## src/rtl/execute_pkg.sv

```systemverilog
// Shared execute-stage types: opcodes, branch condition codes, flag bundle and
// the opcode-to-flag-write classification.
package execute_pkg;

  typedef enum logic [3:0] {
    OpAdd = 4'h0,
    OpSub = 4'h1,
    OpXor = 4'h2,
    OpSll = 4'h4,
    OpSra = 4'h5,
    OpRor = 4'h6
  } opcode_e;

  typedef enum logic [2:0] {
    CcNeq    = 3'd0,
    CcEq     = 3'd1,
    CcGt     = 3'd2,
    CcLt     = 3'd3,
    CcGte    = 3'd4,
    CcLte    = 3'd5,
    CcOvfl   = 3'd6,
    CcUncond = 3'd7
  } ccc_e;

  typedef struct packed {
    logic z;
    logic v;
    logic n;
  } flags_t;

  typedef enum logic [1:0] {
    FcNone  = 2'd0,
    FcZOnly = 2'd1,
    FcZvn   = 2'd2
  } flag_class_e;

  // Which flags an opcode is allowed to write when it commits.
  function automatic flag_class_e flag_class(input logic [3:0] opcode);
    flag_class_e fc;
    case (opcode)
      OpAdd, OpSub:               fc = FcZvn;
      OpXor, OpSll, OpSra, OpRor: fc = FcZOnly;
      default:                    fc = FcNone;
    endcase
    return fc;
  endfunction

endpackage

```

## src/rtl/branch_cond.sv

```systemverilog
// Combinational branch condition evaluation against a Z/V/N flag set.
module branch_cond
  import execute_pkg::*;
(
  input  logic [2:0] ccc,
  input  logic       z,
  input  logic       v,
  input  logic       n,
  output logic       cond
);

  // Decode the condition code into a single taken/not-taken bit.
  always_comb begin
    cond = 1'b0;
    unique case (ccc_e'(ccc))
      CcNeq:    cond = ~z;
      CcEq:     cond = z;
      CcGt:     cond = ~z & ~n;
      CcLt:     cond = n;
      CcGte:    cond = z | (~z & ~n);
      CcLte:    cond = n | z;
      CcOvfl:   cond = v;
      CcUncond: cond = 1'b1;
      default:  cond = 1'b0;
    endcase
  end

endmodule

```

## src/rtl/ex_flag_unit.sv

```systemverilog
// Execute-stage back end: EX/MEM result register, architectural Z/V/N flags
// and branch resolution against the committed flags.
module ex_flag_unit
  import execute_pkg::*;
(
  input  logic        clk,
  input  logic        rst_n,
  input  logic        valid_in,
  input  logic        stall,
  input  logic        flush,
  input  logic [3:0]  opcode,
  input  logic [15:0] alu_out,
  input  logic        alu_err,
  input  logic        is_branch,
  input  logic [2:0]  ccc,
  output logic        flag_Z,
  output logic        flag_V,
  output logic        flag_N,
  output logic        branch_taken,
  output logic [15:0] ex_result,
  output logic        ex_valid
);

  logic        commit;
  logic        cond;
  flags_t      flags_q, flags_d;
  logic [15:0] result_q, result_d;
  logic        valid_q, valid_d;

  assign commit = valid_in & ~stall & ~flush;

  // Flag next state: only a committing instruction may write, limited by its class.
  always_comb begin
    flags_d = flags_q;
    if (commit) begin
      unique case (flag_class(opcode))
        FcZvn: begin
          flags_d.z = (alu_out == 16'h0000);
          flags_d.v = alu_err;
          flags_d.n = alu_out[15];
        end
        FcZOnly: flags_d.z = (alu_out == 16'h0000);
        default: flags_d = flags_q;
      endcase
    end
  end

  // Architectural flag register.
  always_ff @(posedge clk or negedge rst_n) begin
    if (!rst_n) begin
      flags_q <= '0;
    end else begin
      flags_q <= flags_d;
    end
  end

  // EX/MEM next state: flush beats stall, stall beats normal flow.
  always_comb begin
    result_d = result_q;
    valid_d  = valid_q;
    if (flush) begin
      valid_d = 1'b0;
    end else if (!stall) begin
      valid_d = valid_in;
      if (valid_in) begin
        result_d = alu_out;
      end
    end
  end

  // EX/MEM pipeline register.
  always_ff @(posedge clk or negedge rst_n) begin
    if (!rst_n) begin
      result_q <= 16'h0000;
      valid_q  <= 1'b0;
    end else begin
      result_q <= result_d;
      valid_q  <= valid_d;
    end
  end

  // Branches see only committed flags; no same-cycle bypass.
  branch_cond u_branch_cond (
    .ccc  (ccc),
    .z    (flags_q.z),
    .v    (flags_q.v),
    .n    (flags_q.n),
    .cond (cond)
  );

  assign branch_taken = valid_in & is_branch & ~flush & cond;
  assign flag_Z       = flags_q.z;
  assign flag_V       = flags_q.v;
  assign flag_N       = flags_q.n;
  assign ex_result    = result_q;
  assign ex_valid     = valid_q;

endmodule

```

## config.mk

```make
export PLATFORM = sky130hd
export DESIGN_NAME = ex_flag_unit
export DESIGN_NICKNAME = d
export VERILOG_FILES = /design/src/rtl/execute_pkg.sv /design/src/rtl/branch_cond.sv /design/src/rtl/ex_flag_unit.sv
export SDC_FILE = /design/constraint.sdc
export NUM_CORES = 1
export LEC_CHECK = 0
export BUFFER_PORTS_ARGS = -buffer_cell sky130_fd_sc_hd__buf_2
export CORE_ASPECT_RATIO = 0.7
export CORE_UTILIZATION = 43
export CTS_CLUSTER_DIAMETER = 150
export DETAILED_ROUTE_END_ITERATION = 8
export PLACE_DENSITY = 0.78
export SLEW_MARGIN = 10
export SYNTH_ARGS = -nofsm -noshare
export SYNTH_HDL_FRONTEND = slang
export SYNTH_HIERARCHICAL = 1
export SYNTH_SLANG_ARGS = --single-unit
```

## constraint.sdc

```tcl
create_clock -name clk -period 1.75 [get_ports clk]
set_clock_uncertainty 0.05 [all_clocks]
set_input_delay 0.4375 -clock clk [delete_from_list [all_inputs] [get_ports clk]]
set_output_delay 0.4375 -clock clk [all_outputs]
set_load 0.02 [all_outputs]
```

# [Word level (Yosys, flattened, before mapping)]
# Index checks and enable logic that the tools add are counted.
# Widths: inputs -> output; s select.
[word_totals] regBits=20 latchBits=0 mem_bits_rw=0 romBits=0 inputBits=30 output_inout_bits=21 wordCells=46 n_memories=0
[classes] add_sub_neg=0 mul=0 div_mod_pow=0 magnitude_cmp=0 eq_ne=15 shift=0 mux=5 bitwise_logic=12 reduce_logical=9
[ops] cell="$logic_not 16->1" n=1
[ops] cell="$eq 3x3->1 const B" n=4
[ops] cell="$eq 4x3->1 const B" n=3
[ops] cell="$pmux 1 s8" n=1
[ops] cell="$and 1x1->1" n=6
[ops] cell="$eq 3x2->1 const B" n=2
[ops] cell="$eq 4x1->1 const B" n=1
[ops] cell="$eq 4x2->1 const B" n=1
[ops] cell="$logic_not 4->1" n=1
[ops] cell="$not 1->1" n=4
[ops] cell="$pmux 2 s2" n=1
[ops] cell="$reduce_and 2->1" n=2
[ops] cell="$reduce_or 2->1" n=2
[ops] cell="$reduce_or 4->1" n=1
[ops] cell="$eq 3x1->1 const B" n=1
[ops] cell="$logic_not 3->1" n=1
[ops] cell="$reduce_and 3->1" n=1
[ops] cell="$eq 2x1->1 const B" n=1
[ops] cell="$eq 2x2->1 const B" n=1
[ops] cell="$mux 1" n=2
[ops] cell="$mux 2" n=1
[ops] cell="$ne 2x1->1 const B" n=1
[ops] cell="$or 1x1->1" n=2

# [Depth between registers and ports, before layout]
# Gate-level depths: netlist of the first run.
[logic_depth] depth_word=7 mapped_depth=7 ltp_nobuf=7

# [By module]
# The synthesis of the first run kept the hierarchy.
[modules_own_cells] mod="ex_flag_unit" n_inst=1 cells_per_inst=57 area_per_inst_um2=848.3 seq_area_each_um2=500.5
[modules_own_cells] mod="branch_cond" n_inst=1 cells_per_inst=11 area_per_inst_um2=76.3 seq_area_each_um2=0.0

# [Least setup slack after synthesis of the first run]
# No wires, ideal clock.
[synth_timing] path_type="input -> register" start="input opcode[1]" end="register flags_q (netlist bit flag_Z)" setup_ps=126 t_arrival_ps=1532 required_ps=1574 setup_slack_ps=42 cell_stages=6 path_buffers=0 cell_sequence="mux2i_1 > nand2b_1 > ha_1 > or4b_1 > nand2_1 > o21ai_0"
[synth_between] elab_chain_len=7 elab_cells_between_ends=14 classes_between="7 x eq/ne; 2 x mux; 5 x reduce/logical"
[synth_lines] item="start, declared" line="ex_flag_unit.sv:11" text="input logic [3:0] opcode,"
[synth_lines] item="$eq 4x2->1, or another cell as far along" line="execute_pkg.sv:40" text="case (opcode)"
[synth_lines] item="$reduce_or 4->1 or $reduce_or 2->1 (tied branches)" line="execute_pkg.sv:40"
[synth_lines] item="$pmux 2 s2 *" line="execute_pkg.sv:40"
[synth_lines] item="$mux 2 *" line="ex_flag_unit.sv:35" text="if (commit) begin"
[synth_lines] item="$eq 2x1->1 or $eq 2x2->1 (tied branches)" line="ex_flag_unit.sv:36" text="unique case (flag_class(opcode))"
[synth_lines] item="$reduce_or 2->1 (no source line) *"
[synth_lines] item="$reduce_and 2->1 (no source line) *"
[synth_lines] item="end signal, assigned" line="ex_flag_unit.sv:53" text="flags_q <= flags_d;"
[synth_lines] item="end, declared" line="ex_flag_unit.sv:26" text="flags_t flags_q, flags_d;"
# Every way passes the cells marked *; elsewhere a longest branch is shown, timed or not. The select of a mux whose other input is x is not followed.
# A chain may end at the register's enable or synchronous reset.

# [Final worst setup path of the first run]
[layout_timing] start="register flags_q (netlist bit flag_N)" end="output branch_taken"
[layout_between] elab_chain_len=5 elab_cells_between_ends=6 classes_between="1 x mux; 5 x bitwise"
[layout_lines] item="$not 1->1" line="branch_cond.sv:18, branch_cond.sv:20"
[layout_lines] item="$and 1x1->1" line="branch_cond.sv:18, branch_cond.sv:20"
[layout_lines] item="$or 1x1->1" line="branch_cond.sv:20" text="CcGte: cond = z | (~z & ~n);"
[layout_lines] item="$pmux 1 s8 *" line="branch_cond.sv:15" text="unique case (ccc_e'(ccc))"
[layout_lines] item="named net cond" line="ex_flag_unit.sv:25" text="logic cond;"
[layout_lines] item="$and 1x1->1 *" line="ex_flag_unit.sv:91" text="assign branch_taken = valid_in & is_branch & ~flush & cond;"
[layout_lines] item="end, declared" line="ex_flag_unit.sv:19" text="output logic branch_taken,"
# The timed path passes the listed nets; every way through them passes the cells marked *.

==> impl_metrics.tcl, run 1 <==
set metrics [dict create \
    mappedNetlistArea_um2 925 \
    grt_start_max_net_pins 21 \
    rr_endpoint "flag_N" \
    cp.arrival_ns 1.58 \
    clk_root_buffer_cell "sky130_fd_sc_hd__clkbuf_4" \
    timing.critical_path.required_ns 1.26 \
    reg2reg_setup_slack_ns 0.85 \
    globalRoute.totalOverflow 0 \
    fin_area_um2 1280 \
    clock_power_share_pct 22.1 \
    internal_power_uw 833 \
    netlist.area_leader.share_pct 54.1 \
    route.antenna.remaining_nets 0 \
    tot_pwr_uw 1220 \
    grt_first_pass_wirelength_um 3040 \
    dp_hpwl_um 1560 \
    grt_util_all_layers_pct 18.0 \
    number_of_cts_inserted_buffers 3 \
    port_buffers 50 \
    cap_violations 0 \
    worstRegToRegCells 1 \
    cp-end-kind "primary output" \
    max_freq_mhz 483 \
    n_fill_cell 156 \
    leakage_uw 0.000640 \
    yosys_warnings 6 \
    synth.ff_latch_count 20 \
    yosys.area.top_type "sky130_fd_sc_hd__dfrtp_1" \
    share_of_total_power_consumed_by_net_switching_pct 31.6 \
    cts-htree-levels 1 \
    critical_path.max_fanout 5 \
    gp_congestion 0.681 \
    antenna_found_initial 0 \
    peakVddDrop_v 0.000565 \
    cts.clk_slew.worst_paths_ns 0.12 \
    vias_per_cell 5.16 \
    tritoncts "built" \
    timing.final.crit_share_pct 118 \
    drt_first_pass_iters 5 \
    timing.critical_path.from "flag_N" \
    period_needed_ns 2.07 \
    drt_iter0_markers 19 \
    diodes 0 \
    failed_checks "DRC, setup timing" \
    rsz_0062_raised_after_global_routing "true" \
    yosysUniqueCellTypes 21 \
    postPlaceCellArea_um2 1230 \
    net-switching-power_uw 385 \
    die_width_um 57.4 \
    worst_setup_path_start_kind "flop" \
    finalWorstSetupSlack_ns -0.322 \
    drc 2 \
    wl_per_cell_um 13.6 \
    p_comb_share_pct 29.7 \
    drt_wl_total_um 1980 \
    setup_violating_endpoint_count_in_the_final_report 1 \
    max-clock-path-buffers 2 \
    initial_core_util_pct 47.8 \
    run_status "complete, but fails checks" \
    vias_in_the_first_global_route 665 \
    endpoint "branch_taken" \
    most-common-layout-cells "sky130_fd_sc_hd__buf_2 (49), sky130_fd_sc_hd__dfrtp_1 (19), sky130_fd_sc_hd__mux2_2 (18)" \
    design.core.area_um2 1940 \
    max_slew.worst_pin.slew_ns 0.446 \
    rows 13 \
    power_density_nw_per_um2 952 \
    critPathKind "flop to primary output" \
    final.setup.tns_ns -0.322 \
    slew_viol_final 0 \
    die_outline_area_um2 2340 \
    final_nets 156 \
    postSynthCellCount 68 \
    area_growth_pct 38.4 \
    boundaryPins 51 \
    drive_above_1_share_pct 64.5 \
    holdBufCountCts 0 \
    cts.repair_timing.setup_buffer_count 0 \
    dp_slack_ns -0.185 \
    fp.dieH_um 40.8 \
    worst_skew_pair.late_latency_ns 0.30 \
    syn_avg_cell_area_um2 13.6 \
    hold_violations 0 \
    synthesis.nets 99 \
    max-slew-margin-rel_pct 70.3 \
    mostFrequentLayoutCell "sky130_fd_sc_hd__buf_2" \
    pwr-share-seq_pct 48.1 \
    vias 754 \
    ys_seq_area_share_pct 54.1 \
    clock-sinks 20 \
    reg2reg_from "flag_N" \
    synth.top_cells.by_area "sky130_fd_sc_hd__dfrtp_1 (54%), sky130_fd_sc_hd__mux2_2 (22%), sky130_fd_sc_hd__mux2i_1 (4.3%)" \
    min-delay-path-class "input port to async pin" \
]
## worst max-delay path, cell delays in order, from the launching register on
cell and delay, ns:
sky130_fd_sc_hd__dfrtp_2 0.46, sky130_fd_sc_hd__nand2_2 0.08, sky130_fd_sc_hd__mux2i_1 0.17, sky130_fd_sc_hd__a21oi_1 0.05, sky130_fd_sc_hd__o21a_1 0.18, sky130_fd_sc_hd__and4b_1 0.19
sky130_fd_sc_hd__buf_6 0.14
## stage by stage
| stage | utilization (%) | std cells | hold slack (ns) |
|---|---|---|---|
| after CTS | 65.5 | 146 | 0.0226 |
| final | 66.1 | 146 | 0.00668 |
| after detailed placement | 63.3 | 142 | 0.359 |
| after global routing | 66.1 | 146 | 0.0334 |
| after global placement | 63.3 | 142 | 0.356 |
| after floorplan | - | 68 | 0.0919 |
## synth_stat cells
cell and number:
sky130_fd_sc_hd__nand3b_1 1, sky130_fd_sc_hd__nand4_1 1, sky130_fd_sc_hd__nor2b_2 1, sky130_fd_sc_hd__nor3_1 1, sky130_fd_sc_hd__inv_1 2, sky130_fd_sc_hd__o21ai_0 2
sky130_fd_sc_hd__dfrtp_1 20, sky130_fd_sc_hd__mux2i_1 4, sky130_fd_sc_hd__nor4_1 4, sky130_fd_sc_hd__o31a_1 1, sky130_fd_sc_hd__and4b_1 1, sky130_fd_sc_hd__o21a_1 1
sky130_fd_sc_hd__mux2_2 18, sky130_fd_sc_hd__or4b_1 1, sky130_fd_sc_hd__buf_6 1, sky130_fd_sc_hd__nor2_1 1, sky130_fd_sc_hd__nand2_1 3, sky130_fd_sc_hd__a21oi_1 1
sky130_fd_sc_hd__nand2b_1 2, sky130_fd_sc_hd__nor3b_4 1, sky130_fd_sc_hd__ha_1 1
## power groups by stage
stage | Clock (µW) | Sequential (µW) | Combinational [µW]
2_1_floorplan | 0 | 692 | 106
3_3_place_gp | 0 | 587 | 355
3_5_place_dp | 0 | 594 | 362
4_1_cts | 276 | 586 | 365
5_1_grt | 294 | 598 | 393
6_report | 270 | 586 | 362
## cells by family after synthesis
kind of cell / synth area share [%]
compound gates: 3.38
fa+ha+maj: 1.35
buf+inv: 2.03
flops: 54.1
mux: 26.3
simple gates: 12.9
## final cells by class
cell class | count | area (µm²) | share of cell area [%]
flip-flops and latches | 20 | 502 | 39.2
multi-input cells | 45 | 415 | 32.5
repair buffers | 53 | 292 | 22.8
clock buffers | 4 | 36.3 | 2.83
well taps | 22 | 27.5 | 2.15
inverters | 2 | 7.51 | 0.587
## layer usage
layer	GRT usage, %	vias to the layer above	wire length (µm)
met1	22.8	361	891
met2	30.5	26	954
li1	-	365	-
met5	0	-	0
met3	7.26	2	125
met4	1.83	0	9
## repair_timing
item / 4_1_cts / 5_1_grt
endpoints found under the setup margin: 1 / 1
gates resized for setup: 2 / 3
gates cloned: 0 / 0
pin swaps: 1 / 1
## sequential cells by signal (all words and copies together), names as in the netlist
signal / flops
flag_Z: 1
flag_N: 1
ex_valid: 1
ex_result: 16
flag_V: 1
## how the worst min path moves through the flow
stage,from,end,slack [ns]
2_1_floorplan,rst_n,ex_result[0],0.09
3_3_place_gp,rst_n,ex_result[0],0.36
6_report,rst_n,ex_result[0],0.007
4_1_cts,rst_n,ex_result[1],0.02
5_1_grt,rst_n,ex_result[6],0.03
3_5_place_dp,rst_n,ex_result[1],0.36
Note: power is estimated with default switching activity, not from simulation.
==> run 2, diff against run 1 <==
--- a/config.mk
+++ b/config.mk
@@ -7,10 +7,10 @@
 export LEC_CHECK = 0
 export BUFFER_PORTS_ARGS = -buffer_cell sky130_fd_sc_hd__buf_2
 export CORE_ASPECT_RATIO = 0.7
-export CORE_UTILIZATION = 43
+export CORE_UTILIZATION = 39
 export CTS_CLUSTER_DIAMETER = 150
 export DETAILED_ROUTE_END_ITERATION = 8
-export PLACE_DENSITY = 0.78
+export PLACE_DENSITY = 0.74
 export SLEW_MARGIN = 10
 export SYNTH_ARGS = -nofsm -noshare
 export SYNTH_HDL_FRONTEND = slang
==> constraint.sdc (replaced) <==
create_clock -name clk -period 1.7 [get_ports clk]
set_clock_uncertainty 0.05 [all_clocks]
set_input_delay 0.425 -clock clk [delete_from_list [all_inputs] [get_ports clk]]
set_output_delay 0.425 -clock clk [all_outputs]
set_load 0.02 [all_outputs]
==> impl_metrics.tcl, run 2 (synthesis gave the netlist of run 1 again) <==
set metrics [dict create \
    finalWorstSetupSlack_ns -0.327 \
    critical_path.cell_chain "buf_4, buf_4, a21oi_1, o21a_1, and4b_1, buf_6" \
    pwr-share-seq_pct 48.3 \
    placedCellCount 153 \
    crit_slowest_cell "sky130_fd_sc_hd__dfrtp_1" \
    area_growth_pct 41.0 \
    vias_in_the_first_global_route 822 \
    critical-path-top-cell-by-count "sky130_fd_sc_hd__buf_4" \
    critical_path.max_fanout 4 \
    drive_above_1_share_pct 63.0 \
    hold_violations 0 \
    worst_skew_pair.late_latency_ns 0.29 \
    share_of_total_power_consumed_by_net_switching_pct 31.2 \
    failed_checks "setup timing" \
    route.antenna.remaining_nets 0 \
    max-clock-path-buffers 2 \
    initial_core_util_pct 42.2 \
    power_density_nw_per_um2 955 \
    run_status "complete, but fails checks" \
    port_buffers 50 \
    route.met2.wl_um 961 \
    max_slew.worst_pin.slew_ns 0.441 \
    globalRoute.totalOverflow 0 \
    cap_violations 0 \
    clk_root_buffer_cell "sky130_fd_sc_hd__clkbuf_4" \
    max_freq_mhz 493 \
    slew_viol_final 0 \
    wl_per_cell_um 12.6 \
    antenna_found_initial 0 \
    grt_util_all_layers_pct 18.4 \
    min-delay-path-class "input port to async pin" \
    rsz_0062_raised_after_global_routing "true" \
    peakVddDrop_v 0.000577 \
    vias_per_cell 4.87 \
    critical_path.max_stage_delay_ns 0.43 \
    most-common-layout-cells "sky130_fd_sc_hd__buf_2 (49), sky130_fd_sc_hd__dfrtp_1 (20), sky130_fd_sc_hd__mux2_2 (18)" \
    net-switching-power_uw 389 \
    final_nets 159 \
    cts-htree-levels 1 \
    leakage_uw 0.000656 \
    die_width_um 60.2 \
    worst_setup_path_start_kind "flop" \
    drc 0 \
    setup_violating_endpoint_count_in_the_final_report 1 \
    mostFrequentLayoutCell "sky130_fd_sc_hd__buf_2" \
    tritoncts "built" \
    drt_wl_total_um 2000 \
    gp_congestion 0.721 \
    clock-sinks 20 \
    n_fill_cell 195 \
    fp.dieH_um 42.7 \
    cts.clk_slew.worst_paths_ns 0.11 \
    final.setup.tns_ns -0.327 \
    grt_start_max_net_pins 21 \
    design.core.area_um2 2190 \
    cp.arrival_ns 1.55 \
    met1_length_um 902 \
    number_of_cts_inserted_buffers 3 \
    layout.cells.non_filler 159 \
    drt_first_pass_iters 3 \
    p_comb_share_pct 29.9 \
    cp-end-kind "primary output" \
    drt_iter0_markers 49 \
    max-slew-margin-rel_pct 70.6 \
    die_outline_area_um2 2570 \
    timing.critical_path.required_ns 1.22 \
    grt_first_pass_wirelength_um 3470 \
    diodes 0 \
    route.top_layer_used "met3" \
    period_needed_ns 2.03 \
    dp_hpwl_um 1650 \
    boundaryPins 51 \
    rows 14 \
    vias 775 \
    internal_power_uw 856 \
    route.met3.wl_um 138 \
    largest_register_ffs 16 \
    critPathKind "flop to primary output" \
    timing.final.crit_share_pct 119 \
    clock_power_share_pct 21.8 \
]
## run 2: worst paths after layout
kind | depth (start not counted) | slack (ns) | endpoint | start
max | 6 | -0.33 | branch_taken | flag_Z
min reg2reg | 1 | 0.47 | ex_result[1] | ex_result[1]
max reg2reg | 1 | 0.83 | flag_N | flag_N
max in group asynchronous | 1 | 1.29 | ex_result[13] | rst_n
min in group clk | 2 | 0.28 | ex_valid | flush
min | 1 | 0.002 | ex_result[14] | rst_n
## run 2: stage by stage
| step | hold slack [ns] | power [µW] | setup slack, ns | util (%) | instance area (µm²) |
|---|---|---|---|---|---|
| after floorplan | 0.0794 | 822 | 0.00461 | - | 925 |
| after global placement | 0.336 | 973 | -0.157 | 56.9 | 1250 |
| after detailed placement | 0.348 | 987 | -0.238 | 56.9 | 1250 |
| after CTS | 0.00698 | 1260 | -0.344 | 59.2 | 1300 |
| after global routing | 0.00983 | 1320 | -0.493 | 59.5 | 1300 |
| final | 0.00153 | 1240 | -0.327 | 59.5 | 1300 |
## run 2: cell type report
type	instances	area, µm²	area share (%)
clock buffers	4	36.3	2.78
flip-flops and latches	20	500	38.4
well taps	32	40.0	3.07
repair buffers	56	314	24.1
multi-input cells	45	405	31.1
inverters	2	7.51	0.576
## run 2: power by group through the flow
| stage | sequential (µW) | combinational, µW | clock [µW] |
|---|---|---|---|
| 6_report | 601 | 373 | 271 |
| 5_1_grt | 614 | 402 | 306 |
| 4_1_cts | 603 | 378 | 281 |
| 3_5_place_dp | 611 | 377 | 0 |
| 3_3_place_gp | 605 | 368 | 0 |
| 2_1_floorplan | 712 | 110 | 0 |
## run 2: routing by layer
metal / global-route usage [%] / vias to the layer above
met5: 0 / -
met4: 4.19 / 0
met3: 6.40 / 0
met2: 30.1 / 31
met1: 23.0 / 369
li1: - / 375
## run 2: timing repair
item                       4_1_cts  5_1_grt
setup endpoints to repair        1        2
pin swaps                        1        0
hold buffers                     0        0
buffers inserted                 1        1
resized for setup                2        1
## run 2: worst max-delay path, delay by kind of cell (launching register included)
| family | cells | cell delay (ns) |
|---|---|---|
| flip-flops | 1 | 0.43 |
| buffers and inverters | 3 | 0.38 |
| AO/OA/AOI/OAI | 2 | 0.25 |
| AND/OR/NAND/NOR | 1 | 0.19 |
==> run 3, diff against run 2 <==
--- a/config.mk
+++ b/config.mk
@@ -7,10 +7,10 @@
 export LEC_CHECK = 0
 export BUFFER_PORTS_ARGS = -buffer_cell sky130_fd_sc_hd__buf_2
 export CORE_ASPECT_RATIO = 0.7
-export CORE_UTILIZATION = 39
+export CORE_UTILIZATION = 43
 export CTS_CLUSTER_DIAMETER = 150
 export DETAILED_ROUTE_END_ITERATION = 8
-export PLACE_DENSITY = 0.74
+export PLACE_DENSITY = 0.78
 export SLEW_MARGIN = 10
 export SYNTH_ARGS = -nofsm -noshare
 export SYNTH_HDL_FRONTEND = slang
==> constraint.sdc (replaced) <==
create_clock -name clk -period 2.3 [get_ports clk]
set_clock_uncertainty 0.05 [all_clocks]
set_input_delay 0.575 -clock clk [delete_from_list [all_inputs] [get_ports clk]]
set_output_delay 0.575 -clock clk [all_outputs]
set_load 0.02 [all_outputs]
==> impl_metrics.tcl, run 3 (synthesis gave the netlist of run 1 again) <==
set metrics [dict create \
    run_status "complete, but fails checks" \
    failed_checks "DRC" \
    critical_path.max_fanout 5 \
    vias_per_cell 5.23 \
    setup_violating_endpoint_count_in_the_final_report 0 \
    critPathKind "flop to primary output" \
    power_density_nw_per_um2 736 \
    clk_root_buffer_cell "sky130_fd_sc_hd__clkbuf_4" \
    grt_first_pass_wirelength_um 3070 \
    mostFrequentLayoutCell "sky130_fd_sc_hd__buf_2" \
    postPlaceCellArea_um2 1200 \
    area_growth_pct 34.8 \
    dp_slack_ns 0.0945 \
    die_width_um 57.4 \
    worst_setup_path_start_kind "flop" \
    drt_first_pass_iters 5 \
    most-common-layout-cells "sky130_fd_sc_hd__buf_2 (50), sky130_fd_sc_hd__dfrtp_1 (19), sky130_fd_sc_hd__mux2_2 (18)" \
    diodes 0 \
    hold_violations 0 \
    max_slew.worst_pin.slew_ns 0.431 \
    drt_wl_total_um 1980 \
    holdBufCountCts 0 \
    cts-htree-levels 1 \
    area_of_the_multi_input_gates_um2 408 \
    worst_skew_pair.late_latency_ns 0.30 \
    max-clock-path-buffers 2 \
    gp_congestion 0.652 \
    peakVddDrop_v 0.000396 \
    route.antenna.remaining_nets 0 \
    min-delay-path-class "input port to async pin" \
    leakage_uw 0.000631 \
    cts.clk_slew.worst_paths_ns 0.11 \
    largest_register_ffs 16 \
    cp.arrival_ns 1.58 \
    grt_util_all_layers_pct 18.4 \
    initial_core_util_pct 47.8 \
    cp-end-kind "primary output" \
    drt_iter0_markers 20 \
    clock-sinks 20 \
    wl_per_cell_um 13.6 \
    port_buffers 50 \
    timing.final.crit_share_pct 95.7 \
    fp.dieH_um 40.8 \
    n_fill_cell 160 \
    rows 13 \
    vias 759 \
    dp_hpwl_um 1580 \
    grt_start_max_net_pins 21 \
    design.core.area_um2 1940 \
    drc 2 \
    drive_above_1_share_pct 63.4 \
    die_outline_area_um2 2340 \
    fin_area_um2 1250 \
    final_nets 155 \
    vias_in_the_first_global_route 678 \
    timing.critical_path.required_ns 1.67 \
    boundaryPins 51 \
    period_needed_ns 2.20 \
    max-slew-margin-rel_pct 71.2 \
    tritoncts "built" \
    cap_violations 0 \
    finalWorstSetupSlack_ns 0.0985 \
    number_of_cts_inserted_buffers 3 \
    area_of_all_sequential_standard_cells_um2 502 \
    max_freq_mhz 454 \
    globalRoute.totalOverflow 0 \
    antenna_found_initial 0 \
    slew_viol_final 0 \
]
run 3: critical path, stage by stage (launching register included):
cell and delay (ns):
sky130_fd_sc_hd__dfrtp_1 0.44, sky130_fd_sc_hd__nand2b_1 0.16, sky130_fd_sc_hd__mux2i_1 0.14, sky130_fd_sc_hd__a21oi_1 0.05, sky130_fd_sc_hd__o21a_1 0.18, sky130_fd_sc_hd__and4b_1 0.16, sky130_fd_sc_hd__buf_2 0.15
run 3: area by class of cell:
class / instances / share of cell area [%]
well taps: 22 / 2.21
flip-flops and latches: 20 / 40.3
multi-input cells: 45 / 32.7
repair buffers: 52 / 21.3
clock buffers: 4 / 2.91
inverters: 2 / 0.602
run 3: what timing repair did:
| action | in CTS | in global routing |
|---|---|---|
| setup buffers | 0 | 1 |
| setup endpoints to repair | 0 | 1 |
| gates resized for setup | 0 | 2 |
| endpoints found under the hold margin | 0 | 0 |
run 3: worst paths after layout:
kind | start | end | slack (ns) | cells past startpoint
worst min register to register | ex_result[13] | ex_result[13] | 0.46 | 1
worst max-delay path | flag_Z | branch_taken | 0.1 | 6
worst max register to register | flag_N | flag_N | 1.42 | 1
worst min-delay path | rst_n | ex_result[10] | 0.14 | 1
max in group asynchronous | rst_n | flag_N | 1.74 | 1
min in group clk | flush | ex_valid | 0.44 | 2
run 3: metrics by stage:
| step | instances | util (%) | hold WS [ns] | TNS (ns) | total power [µW] |
|---|---|---|---|---|---|
| finish | 145 | 64.4 | 0.143 | 0 | 917 |
| global route | 145 | 64.4 | 0.167 | -0.00332 | 971 |
| CTS | 144 | 63.8 | 0.150 | 0 | 927 |
| detailed placement | 140 | 61.9 | 0.443 | 0 | 724 |
| global placement | 140 | 61.9 | 0.434 | 0 | 714 |
| floorplan | 68 | - | 0.229 | 0 | 607 |
run 3: routing by layer:
metal	vias up	global-route usage, %	routed length, µm
met1	371	21.4	835
met4	0	4.27	9
li1	360	-	-
met5	-	0	0
met3	2	5.99	126
met2	26	34.3	1010
run 3: power by group:
part / switching [µW] / internal [µW] / leakage (µW)
sequential: 32.2 / 412 / 0.000241
clock: 105 / 96.6 / 0.0000210
combinational: 150 / 121 / 0.000368
